### src/rtl/piece_move_scheduler.sv
// Move sequencer for the falling tetromino: latches key/gravity requests, queries the
// collision checker one candidate at a time, commits legal moves, locks and respawns pieces.
module piece_move_scheduler #(
  parameter int X_W     = 5,
  parameter int Y_W     = 5,
  parameter int BOARD_H = 20,
  parameter int SPAWN_X = 4,
  parameter int SPAWN_Y = 0
) (
  input  logic           clk,
  input  logic           rst_n,
  input  logic           start,
  input  logic           key_left,
  input  logic           key_right,
  input  logic           key_down,
  input  logic           key_rot,
  input  logic           grav_tick,
  output logic           chk_req,
  output logic [X_W-1:0] chk_x,
  output logic [Y_W-1:0] chk_y,
  output logic [1:0]     chk_rot,
  input  logic           chk_valid,
  input  logic           chk_ok,
  output logic           lock_req,
  input  logic           lock_done,
  output logic [X_W-1:0] pos_x,
  output logic [Y_W-1:0] pos_y,
  output logic [1:0]     rot,
  output logic           piece_active,
  output logic           move_done,
  output logic           game_over
);

  localparam logic [X_W-1:0] SPAWN_XV = X_W'(SPAWN_X);
  localparam logic [Y_W-1:0] SPAWN_YV = Y_W'(SPAWN_Y);
  localparam logic [Y_W-1:0] Y_BOTTOM = Y_W'(BOARD_H - 1);
  localparam logic [X_W-1:0] X_ZERO   = {X_W{1'b0}};
  localparam logic [X_W-1:0] X_ONE    = X_W'(1);
  localparam logic [Y_W-1:0] Y_ONE    = Y_W'(1);

  typedef enum logic [2:0] {
    S_WAIT_START = 3'd0,
    S_SPAWN      = 3'd1,
    S_IDLE       = 3'd2,
    S_CHECK      = 3'd3,
    S_LOCK       = 3'd4,
    S_OVER       = 3'd5
  } state_t;

  state_t     state_r;
  logic [3:0] pend_r;   // {rot, left, right, down}
  logic       down_r;   // in-flight candidate is a down move
  logic [3:0] set_s;
  logic [3:0] pick_s;

  // Request capture: keys only count while a piece is in play or locking.
  always_comb begin
    set_s = 4'b0000;
    if (state_r == S_IDLE || state_r == S_CHECK || state_r == S_LOCK) begin
      set_s = {key_rot, key_left, key_right, key_down | grav_tick};
    end else begin
      set_s = 4'b0000;
    end
  end

  // Fixed-priority arbitration: rot > left > right > down.
  always_comb begin
    pick_s = 4'b0000;
    if (pend_r[3]) begin
      pick_s = 4'b1000;
    end else if (pend_r[2]) begin
      pick_s = 4'b0100;
    end else if (pend_r[1]) begin
      pick_s = 4'b0010;
    end else if (pend_r[0]) begin
      pick_s = 4'b0001;
    end else begin
      pick_s = 4'b0000;
    end
  end

  // Main sequencer; a new key in the same cycle as a clear survives it.
  always_ff @(posedge clk) begin
    if (!rst_n) begin
      state_r      <= S_WAIT_START;
      pend_r       <= 4'b0000;
      down_r       <= 1'b0;
      chk_req      <= 1'b0;
      chk_x        <= SPAWN_XV;
      chk_y        <= SPAWN_YV;
      chk_rot      <= 2'd0;
      lock_req     <= 1'b0;
      pos_x        <= SPAWN_XV;
      pos_y        <= SPAWN_YV;
      rot          <= 2'd0;
      piece_active <= 1'b0;
      move_done    <= 1'b0;
      game_over    <= 1'b0;
    end else begin
      move_done <= 1'b0;
      pend_r    <= pend_r | set_s;
      case (state_r)
        S_WAIT_START, S_OVER: begin
          if (start) begin
            state_r   <= S_SPAWN;
            pend_r    <= set_s;
            chk_req   <= 1'b1;
            chk_x     <= SPAWN_XV;
            chk_y     <= SPAWN_YV;
            chk_rot   <= 2'd0;
            down_r    <= 1'b0;
            game_over <= 1'b0;
          end
        end
        S_SPAWN: begin
          if (chk_valid) begin
            chk_req <= 1'b0;
            if (chk_ok) begin
              pos_x        <= chk_x;
              pos_y        <= chk_y;
              rot          <= chk_rot;
              move_done    <= 1'b1;
              piece_active <= 1'b1;
              state_r      <= S_IDLE;
            end else begin
              pend_r       <= set_s;
              piece_active <= 1'b0;
              game_over    <= 1'b1;
              state_r      <= S_OVER;
            end
          end
        end
        S_IDLE: begin
          if (pick_s != 4'b0000) begin
            pend_r <= (pend_r & ~pick_s) | set_s;
            chk_x  <= pos_x;
            chk_y  <= pos_y;
            chk_rot <= rot;
            down_r <= 1'b0;
            case (pick_s)
              4'b1000: begin
                chk_rot <= rot + 2'd1;
                chk_req <= 1'b1;
                state_r <= S_CHECK;
              end
              4'b0100: begin
                // A left move at the wall is discarded without a query.
                if (pos_x != X_ZERO) begin
                  chk_x   <= pos_x - X_ONE;
                  chk_req <= 1'b1;
                  state_r <= S_CHECK;
                end
              end
              4'b0010: begin
                chk_x   <= pos_x + X_ONE;
                chk_req <= 1'b1;
                state_r <= S_CHECK;
              end
              4'b0001: begin
                if (pos_y == Y_BOTTOM) begin
                  lock_req     <= 1'b1;
                  piece_active <= 1'b0;
                  state_r      <= S_LOCK;
                end else begin
                  chk_y   <= pos_y + Y_ONE;
                  down_r  <= 1'b1;
                  chk_req <= 1'b1;
                  state_r <= S_CHECK;
                end
              end
              default: begin
                state_r <= S_IDLE;
              end
            endcase
          end
        end
        S_CHECK: begin
          if (chk_valid) begin
            chk_req <= 1'b0;
            if (chk_ok) begin
              pos_x     <= chk_x;
              pos_y     <= chk_y;
              rot       <= chk_rot;
              move_done <= 1'b1;
              state_r   <= S_IDLE;
            end else if (down_r) begin
              lock_req     <= 1'b1;
              piece_active <= 1'b0;
              state_r      <= S_LOCK;
            end else begin
              state_r <= S_IDLE;
            end
          end
        end
        S_LOCK: begin
          if (lock_done) begin
            lock_req <= 1'b0;
            pend_r   <= set_s;
            chk_req  <= 1'b1;
            chk_x    <= SPAWN_XV;
            chk_y    <= SPAWN_YV;
            chk_rot  <= 2'd0;
            down_r   <= 1'b0;
            state_r  <= S_SPAWN;
          end
        end
        default: begin
          state_r      <= S_WAIT_START;
          pend_r       <= 4'b0000;
          chk_req      <= 1'b0;
          lock_req     <= 1'b0;
          piece_active <= 1'b0;
          game_over    <= 1'b0;
        end
      endcase
    end
  end

endmodule
### config.mk
export PLATFORM = sky130hd
export DESIGN_NAME = piece_move_scheduler
export DESIGN_NICKNAME = d
export VERILOG_FILES = /design/src/rtl/piece_move_scheduler.sv
export SDC_FILE = /design/constraint.sdc
export NUM_CORES = 1
export LEC_CHECK = 0
export BUFFER_PORTS_ARGS = -buffer_cell sky130_fd_sc_hd__buf_2
export CORE_MARGIN = 2
export CORE_UTILIZATION = 45
export CTS_CLUSTER_SIZE = 28
export DETAILED_ROUTE_END_ITERATION = 8
export PLACE_DENSITY = 0.63
export SLEW_MARGIN = 20
export SYNTH_ARGS = -nofsm -noshare
export SYNTH_HDL_FRONTEND = slang
export SYNTH_SLANG_ARGS = --single-unit
export TNS_END_PERCENT = 1
### constraint.sdc
create_clock -name clk -period 2 [get_ports clk]
set_input_delay 0.1 -clock clk [delete_from_list [all_inputs] [get_ports clk]]
set_output_delay 0.1 -clock clk [all_outputs]
set_load 0.1 [all_outputs]
==> results.json <==
{
  "syn_inst": 267,
  "hold_ws_ps": 60.0,
  "placed_cells": 358,
  "place_hpwl_mm": 3.78,
  "gp_congestion": 0.843,
  "async_flop_share_pct": 0,
  "syn2layout_area_growth_pct": 23.0,
  "p_int_uw": 1430,
  "p_leak_uw": 0.000967,
  "dieWidth_um": 70.5,
  "grt.total_usage_pct": 23.5,
  "place_ws_ps": 127,
  "seqPwrFrac_pct": 34.9,
  "core_area_sq_mm": 0.00429,
  "ys.flop_type": "dfxtp_1",
  "setup_viol": 0,
  "finClkSkew_ps": 6.89,
  "antenna_cells": 0,
  "synth-seq-area-share_pct": 37.2,
  "ys_warn_count": 0,
  "die-area_sq_mm": 0.00497,
  "synth-simple-area-share_pct": 27.3,
  "net-switching-power_uw": 1110,
  "clock-sinks": 37,
  "cts_tree": "yes",
  "critical_path.max_fanout": 5,
  "finalMaxSlewViolations": 0,
  "p_clk_share_pct": 20.1,
  "drive_gt1_share_pct": 24.8,
  "p_per_area_mw_per_mm2": 1040,
  "synth_top_area_share_pct": 37.2,
  "die_y_um": 70.5,
  "grt_start_max_net_pins": 23,
  "fin_ws_ps": 128,
  "synth_edf_count": 0,
  "rsz0062_at_grt": "no",
  "final_area_sq_mm": 0.00245,
  "synth.net_count": 281,
  "synth_compound_area_share_pct": 23.6,
  "hold_viol_final": 0,
  "power_frac_comb_pct": 45.0,
  "path_class": "flop to flop",
  "avgRoutedWirePerCell_um": 15.1,
  "worstHoldPathType": "input port to flop",
  "crit_required_ps": 2230,
  "final.min_clock_period_ps": 1870,
  "synth_top_family_by_area": "simple AND/OR/NAND/NOR gates",
  "drt_iter0_drc": 160,
  "syn_avg_cell_area_sq_um": 7.45,
  "vias": 2114,
  "cp-start-kind": "flop",
  "r2r-start": "pos_y[0]$_SDFFE_PN0P_",
  "grt_remaining_overflow": 0,
  "crit_arrival_ps": 2100,
  "routed_wl_mm": 5.51,
  "grt_pass1_wl_mm": 9.34,
  "io_buffer_count": 39,
  "max_stage_delay_ps": 530,
  "path_cells": "ha_4 > or4bb_1 > o311a_1 > nor3_2 > nand3_1 > o21ai_1",
  "fmax_mhz": 534,
  "worst_pin_slew_ps": 625,
  "start_util_pct": 46.3,
  "fillers": 434,
  "firstDrtPassIters": 4,
  "switching_share_pct": 43.6,
  "stdcell_count": 366,
  "num_rows": 24,
  "reg2reg_setup_slack_ps": 130,
  "ir_worst_vdd_mv": 0.483,
  "outcome": "complete, no violations",
  "nNetsFinal": 327,
  "ctsHoldBuffers": 0,
  "critical_path.startpoint": "pos_y[0]$_SDFFE_PN0P_",
  "postPlaceCellArea_sq_mm": 0.00236,
  "yosysMostFrequentCell": "nand2_1",
  "synthTopCellsByCount": "46 x nand2_1, 37 x dfxtp_1, 27 x a21oi_1",
  "critPathSlowestCell": "or4bb_1",
  "final_antenna_net_count": 0,
  "synth-seq-cells": 37,
  "post_drt_via_cell_ratio": 5.78,
  "drc": 0,
  "yosys-top-cells-area": "dfxtp_1 37%, nand2_1 8.7%, a21oi_1 6.8%",
  "insertion_delay_ps": 300,
  "cts_root_buffer": "clkbuf_8",
  "cts_buffers": 5,
  "synth_adder_area_share_pct": 1.89,
  "slew_headroom_pct": 58.3,
  "endpoint": "lock_req$_SDFFE_PN0P_",
  "synth_cell_types": 47,
  "synthMuxAreaShare_pct": 2.08,
  "grt_pass1_vias": 1943,
  "ios": 40,
  "path_clk_slew_ps": 70,
  "antenna_found_initial": 0,
  "synthXorXnorAreaFrac_pct": 2.64,
  "yosys.area.top_type": "dfxtp_1",
  "netlist_area_sq_mm": 0.00199,
  "finalCritPeriodShare_pct": 93.6,
  "clk_path_buf_depth": 2,
  "r2r_end": "lock_req$_SDFFE_PN0P_",
  "drv_cap": 0,
  "reg2reg_depth": 6,
  "end_kind": "flop",
  "cts-htree-levels": 2
}
==> cell families after synthesis <==
family                   after synthesis
AO/OA/AOI/OAI                         78
XOR/XNOR                               6
adder cells (fa/ha/maj)                3
buffers and inverters                 25
flip-flops                            37
multiplexers                           4
AND/OR/NAND/NOR                      114
==> final cells by class <==
| cell class | count | area, sq um | share of cell area (%) |
|---|---|---|---|
| clock buffers | 7 | 76.3 | 3.12 |
| multi-input cells | 205 | 1170 | 47.8 |
| clock inverters | 1 | 5.00 | 0.205 |
| well taps | 52 | 65.1 | 2.66 |
| flip-flops and latches | 37 | 762 | 31.2 |
| repair buffers | 57 | 343 | 14.0 |
| inverters | 7 | 26.3 | 1.07 |
==> what timing repair did <==
| item | 4_1_cts | 5_1_grt |
|---|---|---|
| buffers inserted | 0 | 0 |
| endpoints found under the hold margin | 0 | 0 |
| resized for setup | 0 | 1 |
| endpoints found under the setup margin | 0 | 2 |
==> critical path: cells and delay by family, from the launching register on <==
family,cells,cell delay (ps)
fa+ha+maj,1,140
compound gates,2,450
flops,1,380
simple gates,3,830
==> state kept, by name, indices dropped and copies added (netlist names) <==
signal        cells
chk_req           1
chk_rot           2
chk_x             5
chk_y             5
down_r            1
game_over         1
lock_req          1
move_done         1
pend_r            4
piece_active      1
pos_x             5
pos_y             5
rot               2
state_r           3
==> metrics by stage <==
step                      total power [uW]  utilization, %  setup TNS, ps
after floorplan                       1660               -          -24.3
after global placement                2030            54.9              0
after detailed placement              2030            54.9              0
after CTS                             2540            56.8              0
after global routing                  2690            57.0              0
final                                 2540            57.0              0
==> placed cells by master, fill, tap and decap left out, types with 3 or more instances in the layout <==
master	count
nor2_1	21
nor4_1	4
xor2_1	3
nor3b_1	3
buf_2	39
a22oi_1	5
buf_4	17
nor3_1	6
dfxtp_4	4
a211oi_1	3
a31oi_1	5
mux2i_1	3
nand3_1	16
o21ai_0	19
xnor2_1	3
a21oi_1	27
inv_1	7
o211ai_1	5
clkbuf_8	5
dfxtp_2	5
dfxtp_1	28
nand2_1	46
==> metal layers <==
metal | vias to the layer above | wire length, um | part of all wire, % | global-route usage (%)
met2 | 72 | 2460 | 45 | 34.9
met1 | 987 | 2610 | 47 | 33.8
met4 | 0 | 103 | 1.9 | 9.40
met5 | - | 0 | 0 | 0
li1 | 1045 | - | - | -
met3 | 10 | 343 | 6.2 | 3.75
==> power groups by stage <==
| stage | Clock [uW] | Combinational [uW] | Sequential [uW] |
|---|---|---|---|
| after floorplan | 0 | 617 | 1040 |
| after global placement | 0 | 1130 | 903 |
| after detailed placement | 0 | 1130 | 901 |
| after CTS | 521 | 1130 | 884 |
| after global routing | 549 | 1240 | 902 |
| final | 510 | 1140 | 888 |
==> how the worst min path moves through the flow <==
stage | start | end | slack, ps | cells after the start
3_3_place_gp | key_left | pend_r[2]$_SDFF_PN0_ | 370 | 3
4_1_cts | key_right | pend_r[1]$_SDFF_PN0_ | 70 | 3
2_1_floorplan | key_right | pend_r[1]$_SDFF_PN0_ | 240 | 2
3_5_place_dp | key_left | pend_r[2]$_SDFF_PN0_ | 380 | 3
6_report | key_right | pend_r[1]$_SDFF_PN0_ | 60 | 3
5_1_grt | key_left | pend_r[2]$_SDFF_PN0_ | 80 | 3
(Power assumes the default switching activity.)
